==> config.mk <==
export PLATFORM = sky130hd
export DESIGN_NAME = game_sequencer
export DESIGN_NICKNAME = d
export VERILOG_FILES = /design/src/rtl/game_sequencer.sv
export SDC_FILE = /design/constraint.sdc
export NUM_CORES = 1
export LEC_CHECK = 0
export ABC_AREA = 1
export CORE_ASPECT_RATIO = 0.9
export CORE_MARGIN = 8
export CORE_UTILIZATION = 36
export CTS_CLUSTER_SIZE = 10
export DETAILED_ROUTE_END_ITERATION = 10
export PLACE_DENSITY = 0.52
export SYNTH_ARGS = -nofsm -noshare
export SYNTH_HDL_FRONTEND = slang
export SYNTH_SLANG_ARGS = --single-unit
==> constraint.sdc <==
create_clock -name clk -period 4.87 [get_ports clk]
set_input_delay 0.974 -clock clk [delete_from_list [all_inputs] [get_ports clk]]
set_output_delay 0.974 -clock clk [all_outputs]
set_load 0.1 [all_outputs]
==> src/rtl/game_sequencer.sv <==
// Flappy-style game sequencer: IDLE/PLAY/OVER_HOLD/OVER_WAIT control, pipe and gravity
// tick generation, BCD score with saturation, level progression and persistent best score.
module game_sequencer #(
    parameter int unsigned PIPE_PERIOD_INIT = 8,
    parameter int unsigned PIPE_PERIOD_MIN  = 3,
    parameter int unsigned FALL_PERIOD      = 4,
    parameter int unsigned POINTS_PER_LEVEL = 5,
    parameter int unsigned OVER_HOLD        = 64
) (
    input  logic        clk,
    input  logic        reset,
    input  logic        press,
    input  logic        crash,
    input  logic        point,
    output logic        active,
    output logic        game_over,
    output logic        pipe_tick,
    output logic        fall_tick,
    output logic        flap,
    output logic [11:0] score,
    output logic [11:0] best,
    output logic [3:0]  level
);

    typedef enum logic [1:0] {
        S_IDLE      = 2'd0,
        S_PLAY      = 2'd1,
        S_OVER_HOLD = 2'd2,
        S_OVER_WAIT = 2'd3
    } state_t;

    localparam logic [7:0]  INIT8   = 8'(PIPE_PERIOD_INIT);
    localparam logic [7:0]  MIN8    = 8'(PIPE_PERIOD_MIN);
    localparam logic [7:0]  FALL_M1 = 8'(FALL_PERIOD - 1);
    localparam logic [7:0]  PPL_M1  = 8'(POINTS_PER_LEVEL - 1);
    localparam logic [15:0] HOLD_M1 = 16'(OVER_HOLD - 1);

    state_t      state_q;
    logic        active_q;
    logic        game_over_q;
    logic        pipe_tick_q;
    logic        fall_tick_q;
    logic [11:0] score_q;
    logic [11:0] best_q;
    logic [3:0]  level_q;
    logic [7:0]  pt_cnt_q;
    logic [7:0]  pipe_cnt_q;
    logic [7:0]  period_q;
    logic [7:0]  fall_cnt_q;
    logic [15:0] hold_cnt_q;

    logic [7:0]  p_next_d;
    logic [11:0] score_inc_d;

    // Pipe period shrinks with level but never below the floor; latched only at reload.
    always_comb begin
        p_next_d = MIN8;
        if (({5'b0, level_q} + {1'b0, MIN8}) < {1'b0, INIT8}) begin
            p_next_d = INIT8 - {4'b0, level_q};
        end
    end

    always_comb begin
        score_inc_d = score_q;
        if (score_q != 12'h999) begin
            if (score_q[3:0] != 4'd9) begin
                score_inc_d[3:0] = score_q[3:0] + 4'd1;
            end else begin
                score_inc_d[3:0] = 4'd0;
                if (score_q[7:4] != 4'd9) begin
                    score_inc_d[7:4] = score_q[7:4] + 4'd1;
                end else begin
                    score_inc_d[7:4]  = 4'd0;
                    score_inc_d[11:8] = score_q[11:8] + 4'd1;
                end
            end
        end
    end

    always_ff @(posedge clk or negedge reset) begin
        if (!reset) begin
            state_q     <= S_IDLE;
            active_q    <= 1'b0;
            game_over_q <= 1'b0;
            pipe_tick_q <= 1'b0;
            fall_tick_q <= 1'b0;
            score_q     <= '0;
            best_q      <= '0;
            level_q     <= '0;
            pt_cnt_q    <= '0;
            pipe_cnt_q  <= '0;
            period_q    <= '0;
            fall_cnt_q  <= '0;
            hold_cnt_q  <= '0;
        end else begin
            pipe_tick_q <= 1'b0;
            fall_tick_q <= 1'b0;
            case (state_q)
                S_IDLE, S_OVER_WAIT: begin
                    if (press) begin
                        state_q     <= S_PLAY;
                        active_q    <= 1'b1;
                        game_over_q <= 1'b0;
                        score_q     <= '0;
                        level_q     <= '0;
                        pt_cnt_q    <= '0;
                        pipe_cnt_q  <= '0;
                        fall_cnt_q  <= '0;
                        period_q    <= INIT8;
                    end
                end
                S_PLAY: begin
                    if (crash) begin
                        state_q     <= S_OVER_HOLD;
                        active_q    <= 1'b0;
                        game_over_q <= 1'b1;
                        hold_cnt_q  <= '0;
                        // Packed BCD digits order the same as plain binary.
                        if (score_q > best_q) begin
                            best_q <= score_q;
                        end
                    end else begin
                        if (pipe_cnt_q == period_q - 8'd1) begin
                            pipe_tick_q <= 1'b1;
                            pipe_cnt_q  <= '0;
                            period_q    <= p_next_d;
                        end else begin
                            pipe_cnt_q <= pipe_cnt_q + 8'd1;
                        end

                        if (press) begin
                            fall_cnt_q <= '0;
                        end else if (fall_cnt_q == FALL_M1) begin
                            fall_tick_q <= 1'b1;
                            fall_cnt_q  <= '0;
                        end else begin
                            fall_cnt_q <= fall_cnt_q + 8'd1;
                        end

                        if (point) begin
                            score_q <= score_inc_d;
                            if (pt_cnt_q == PPL_M1) begin
                                pt_cnt_q <= '0;
                                if (level_q != 4'd15) begin
                                    level_q <= level_q + 4'd1;
                                end
                            end else begin
                                pt_cnt_q <= pt_cnt_q + 8'd1;
                            end
                        end
                    end
                end
                S_OVER_HOLD: begin
                    if (hold_cnt_q == HOLD_M1) begin
                        state_q    <= S_OVER_WAIT;
                        hold_cnt_q <= '0;
                    end else begin
                        hold_cnt_q <= hold_cnt_q + 16'd1;
                    end
                end
                default: state_q <= S_IDLE;
            endcase
        end
    end

    assign active    = active_q;
    assign game_over = game_over_q;
    assign pipe_tick = pipe_tick_q;
    assign fall_tick = fall_tick_q;
    assign flap      = press & (state_q == S_PLAY);
    assign score     = score_q;
    assign best      = best_q;
    assign level     = level_q;

endmodule

# [Word-level counts from Yosys, hierarchy flattened]
# Index checks and enable logic that the tools add are counted.
[classes] n_addsub=11 n_lt_le_gt_ge=2 eq_ne=22 muxes=52 n_bitwise=1 n_reduce_logical=15
[ops] operator="8-bit two-way mux" n=14
[ops] operator="8-bit one-hot mux with 2 select lines" n=4
[ops] operator="12-bit two-way mux" n=4
[ops] operator="16-bit two-way mux" n=2
[ops] operator="4-bit two-way mux" n=8
[ops] operator="16-bit one-hot mux with 2 select lines" n=1
[ops] operator="8-bit by 1-bit adder with 8-bit output (second input constant)" n=3
[ops] operator="12-bit one-hot mux with 2 select lines" n=1
[ops] operator="2-bit != test (second input constant)" n=11
[ops] operator="16-bit by 1-bit adder with 16-bit output (second input constant)" n=1
[ops] operator="4-bit by 1-bit adder with 4-bit output (second input constant)" n=4
[ops] operator="16-bit by 6-bit == test with 1-bit output (second input constant)" n=1
[ops] operator="12-bit > comparator" n=1
[ops] operator="12-bit != test (second input constant)" n=1
[ops] operator="4-bit != test (second input constant)" n=3
[ops] operator="3-bit AND reduction" n=4
[ops] operator="6-bit AND reduction" n=2
[ops] operator="1-bit two-way mux" n=11
[ops] operator="8-bit by 2-bit == test with 1-bit output (second input constant)" n=1
[ops] operator="8-bit by 3-bit == test with 1-bit output (second input constant)" n=1
[ops] operator="8-bit == test" n=1
[ops] operator="4-bit one-hot mux with 2 select lines" n=1
[ops] operator="4-bit AND reduction" n=2
[ops] operator="8-bit by 1-bit subtractor with 8-bit output (second input constant)" n=1
[ops] operator="other kinds (15)" n=20
[word_totals] register_bits=82 in_bits=5 word_cells=118

# [Logic depth before layout (Yosys ltp)]
[depth] ltp_word=7 depth_mapped=13 depth_no_buf=13

# [Least setup slack after synthesis]
# No wires, ideal clock.
[synth_path] path_kind="input -> output" startpoint="input press" endpoint="output flap" arrival_time_ns=1.599 setup_slack_ns=2.297 cell_stages=2 cell_sequence="nand2_1 -> inv_1"
[synth_via] elab_chain_cells=1
[synth_rtl] element="start: declaration" line_no="12" rtl="input logic press,"
[synth_rtl] element="1-bit AND" line_no="170" rtl="assign flap = press & (state_q == S_PLAY);"
[synth_rtl] element="end: declaration" line_no="19" rtl="output logic flap,"
# Every way passes these cells.

# [Worst setup path after layout]
[layout_path] startpoint="register level_q[2], in the netlist level[2]" endpoint="output level[2]"
[layout_lines] element="start: declaration" line_no="45" rtl="logic [3:0] level_q;"
[layout_lines] element="start signal: assignment" line_no="145" rtl="level_q <= level_q + 4'd1;"
[layout_lines] element="end: declaration" line_no="22" rtl="output logic [3:0] level"
# No word-level cell between the ends.

==> impl_metrics.yaml <==
timing:
  tns_ns: 0
  max_slew_margin: 0.309
  setup_violations: 0
  timing.final.crit_share: 0.616
  tightest_slew_ns: 1.04
  max_freq_mhz: 333
  drv_slew: 0
  finClkSkew_ns: 0.00568
  timing.final.crit_period_ns: 3.00
  rsz0062_at_grt: "false"
  hold_violations: 0
route:
  vias_per_cell: 4.79
  drt_iter0_markers: 185
  via_count: 3859
  dr.pass1.iters: 4
  drc: 0
  wl_um: 10500
  wl_per_cell_um: 13.0
  detail-route-antenna-nets: 0
floorplan:
  coreArea_mm2: 0.0126
  row_count: 39
  die_h_um: 123
  start_util: 0.366
  die_area_mm2: 0.0167
  die_width_um: 135
  io_pins: 38
worst_setup_path:
  crit_type: "flop to output pin"
  crit_arrival_ns: 2.03
  cp-start-kind: "flop"
  cpPeakStageDelay_ns: 1.19
  required_ns: 3.90
  worstPathMaxFanout: 8
  cp_cell_sequence: "clkdlybuf4s50_1"
  path_delay_family: "buffers and inverters"
  slowest_stage: "clkdlybuf4s50_1"
  cp-end-kind: "output pin"
  worst-path-buf-inv: 1
global_routing:
  antenna_found_initial: 0
  grt_overflow: 0
  grt_max_degree: 80
  grt_pass1_wl_um: 18200
  grt_pass1_vias: 3853
  grt_usage: 0.136
yosys:
  syn_avg_cell_area_um2: 7.74
  synthDistinctLibCells: 37
  synthMuxAreaShare: 0.00217
  yosys_warnings: 0
  yosys.area_share.xor_xnor: 0.0266
  postSynthNetCount: 629
  synthSimpleGateAreaFrac: 0.271
  synth_compound_area_frac: 0.108
  ys_ff_latch: 79
  synth_top_family_by_area: "simple AND/OR/NAND/NOR gates"
  synth-adder-area-share: 0.0787
  seq_area_frac_synth: 0.429
  netlist_area_mm2: 0.00461
  syn_inst: 595
place:
  dp_hpwl_um: 7530
  gp_congestion: 0.816
  dp.cells: 792
  port_buffers: 37
clock_tree:
  cts_tree: "built"
  clk_pin_slew_worst_paths_ns: 0.06
  post_cts_buffers: 0
  cts.htree.levels: 3
  cts_sinks: 79
  cts_resized: 0
  hold_buffers: 0
  clockBufferDepth: 2
  worstSkewPairLatency_ns: 0.34
  cts_root_buffer: "clkbuf_16"
  cts_buffers: 9
power_and_ir_drop:
  p_clk_frac: 0.166
  totalPowerFinal_w: 0.00376
  swShare: 0.542
  ir_worst_vdd_mv: 0.497
  p_switching_w: 0.00204
  combinationalPowerShare: 0.582
  intPower_w: 0.00172
  p_leak_nw: 2.52
  power_density_mw_per_mm2: 692
  p_seq_frac: 0.252
layout:
  antennaDiodeCount: 0
  final_common_cell: "nand2_1"
  area_growth_syn_to_layout_pct: 17.8
  layout.nets: 673
  fin_cells: 806
  drive_above_1_share: 0.0654
  multi_input_area_mm2: 0.00224
  area.sequential_mm2: 0.00198
  final_util: 0.431
  fill_cells: 1302
  final_cell_mix: "133 x nand2_1, 90 x inv_1, 79 x dfrtp_1"
job:
  cap_viol_max_count: 0
hold_path:
  min_path_type: "flop to flop"
outcome:
  outcome: "finished, final reports clean"
-- cell families after synthesis --
family | after synthesis
AOI/OAI and AO/OA | 91
xor gates and xnor gates | 14
adders and majority gates | 29
buffers and inverters | 102
DFF | 79
muxes | 1
and+or+nand+nor | 279
-- state kept, by name (all words and copies together), names as in the netlist --
| register | count |
|---|---|
| period_q | 5 |
| score | 12 |
| level | 4 |
| pipe_tick | 1 |
| game_over | 1 |
| fall_tick | 1 |
| active | 1 |
| hold_cnt_q | 16 |
| pipe_cnt_q | 8 |
| best | 12 |
| fall_cnt_q | 8 |
| state_q | 2 |
| pt_cnt_q | 8 |
-- power groups by stage --
stage                     Clock [W]  Combinational (W)  Sequential (W)
final                      0.000624            0.00219        0.000948
after global routing       0.000676            0.00243        0.000974
after floorplan                   0            0.00107         0.00157
after CTS                  0.000647            0.00221        0.000950
after detailed placement          0            0.00220        0.000958
after global placement            0            0.00218        0.000960
-- stage by stage --
stage | worst slack [ns] | instance area (um^2) | hold WS [ns]
after global routing | 1.80 | 5430 | 0.500
after detailed placement | 1.90 | 5160 | 0.466
after global placement | 1.95 | 5160 | 0.461
after floorplan | 2.30 | 4610 | 0.442
after CTS | 1.85 | 5430 | 0.479
final | 1.87 | 5430 | 0.472
-- path summary, 6_finish.rpt --
kind / from / end / slack (ns) / cells past startpoint
max reg2reg: state_q[0] / level[1] / 2.43 / 9
min: period_q[1] / period_q[1] / 0.47 / 2
max: level[2] / level[2] / 1.87 / 1
min reg2reg: period_q[1] / period_q[1] / 0.47 / 2
min in group asynchronous: reset / state_q[0] / 0.81 / 1
max in group asynchronous: reset / hold_cnt_q[6] / 3.39 / 1
-- synthesized netlist by cell type, drive strengths merged --
| cell type | instances | area [um^2] |
|---|---|---|
| or2 | 2 | 12.5 |
| xnor2 | 2 | 17.5 |
| clkinv | 1 | 3.75 |
| o22ai | 3 | 18.8 |
| clkbuf | 2 | 7.51 |
| nand2 | 139 | 542 |
| nor2 | 63 | 304 |
| o21ai | 52 | 268 |
| o211a | 1 | 10.0 |
| o21bai | 1 | 11.3 |
| a31oi | 2 | 12.5 |
| o31ai | 2 | 15.0 |
| nand3 | 40 | 200 |
| mux2i | 1 | 10.0 |
| dfrtp | 79 | 1980 |
| buf | 4 | 22.5 |
| xor2 | 12 | 105 |
| inv | 95 | 357 |
| and3 | 1 | 6.26 |
| nand4 | 7 | 43.8 |
| a21oi | 28 | 140 |
| ha | 29 | 363 |
| nor3 | 23 | 115 |
| nor4 | 3 | 18.8 |
| o211ai | 1 | 12.5 |
| nand3b | 1 | 7.51 |
| a211oi | 1 | 7.51 |
-- cell type report --
class,instances,area share
Multi-Input combinational cell,414,0.413
Sequential cell,79,0.364
Timing Repair Buffer,39,0.0701
Inverter,96,0.0664
Clock buffer,13,0.0479
Tap cell,164,0.0378
Clock inverter,1,0.000922
-- routing by layer --
layer  GRT usage  part of all wire  up-vias
met5           0                 0        -
met4      0.0444             0.016        0
met3      0.0520             0.063       14
met2       0.213              0.44       67
met1       0.170              0.48     1773
li1            -                 -     2005
(Power assumes the default switching activity.)
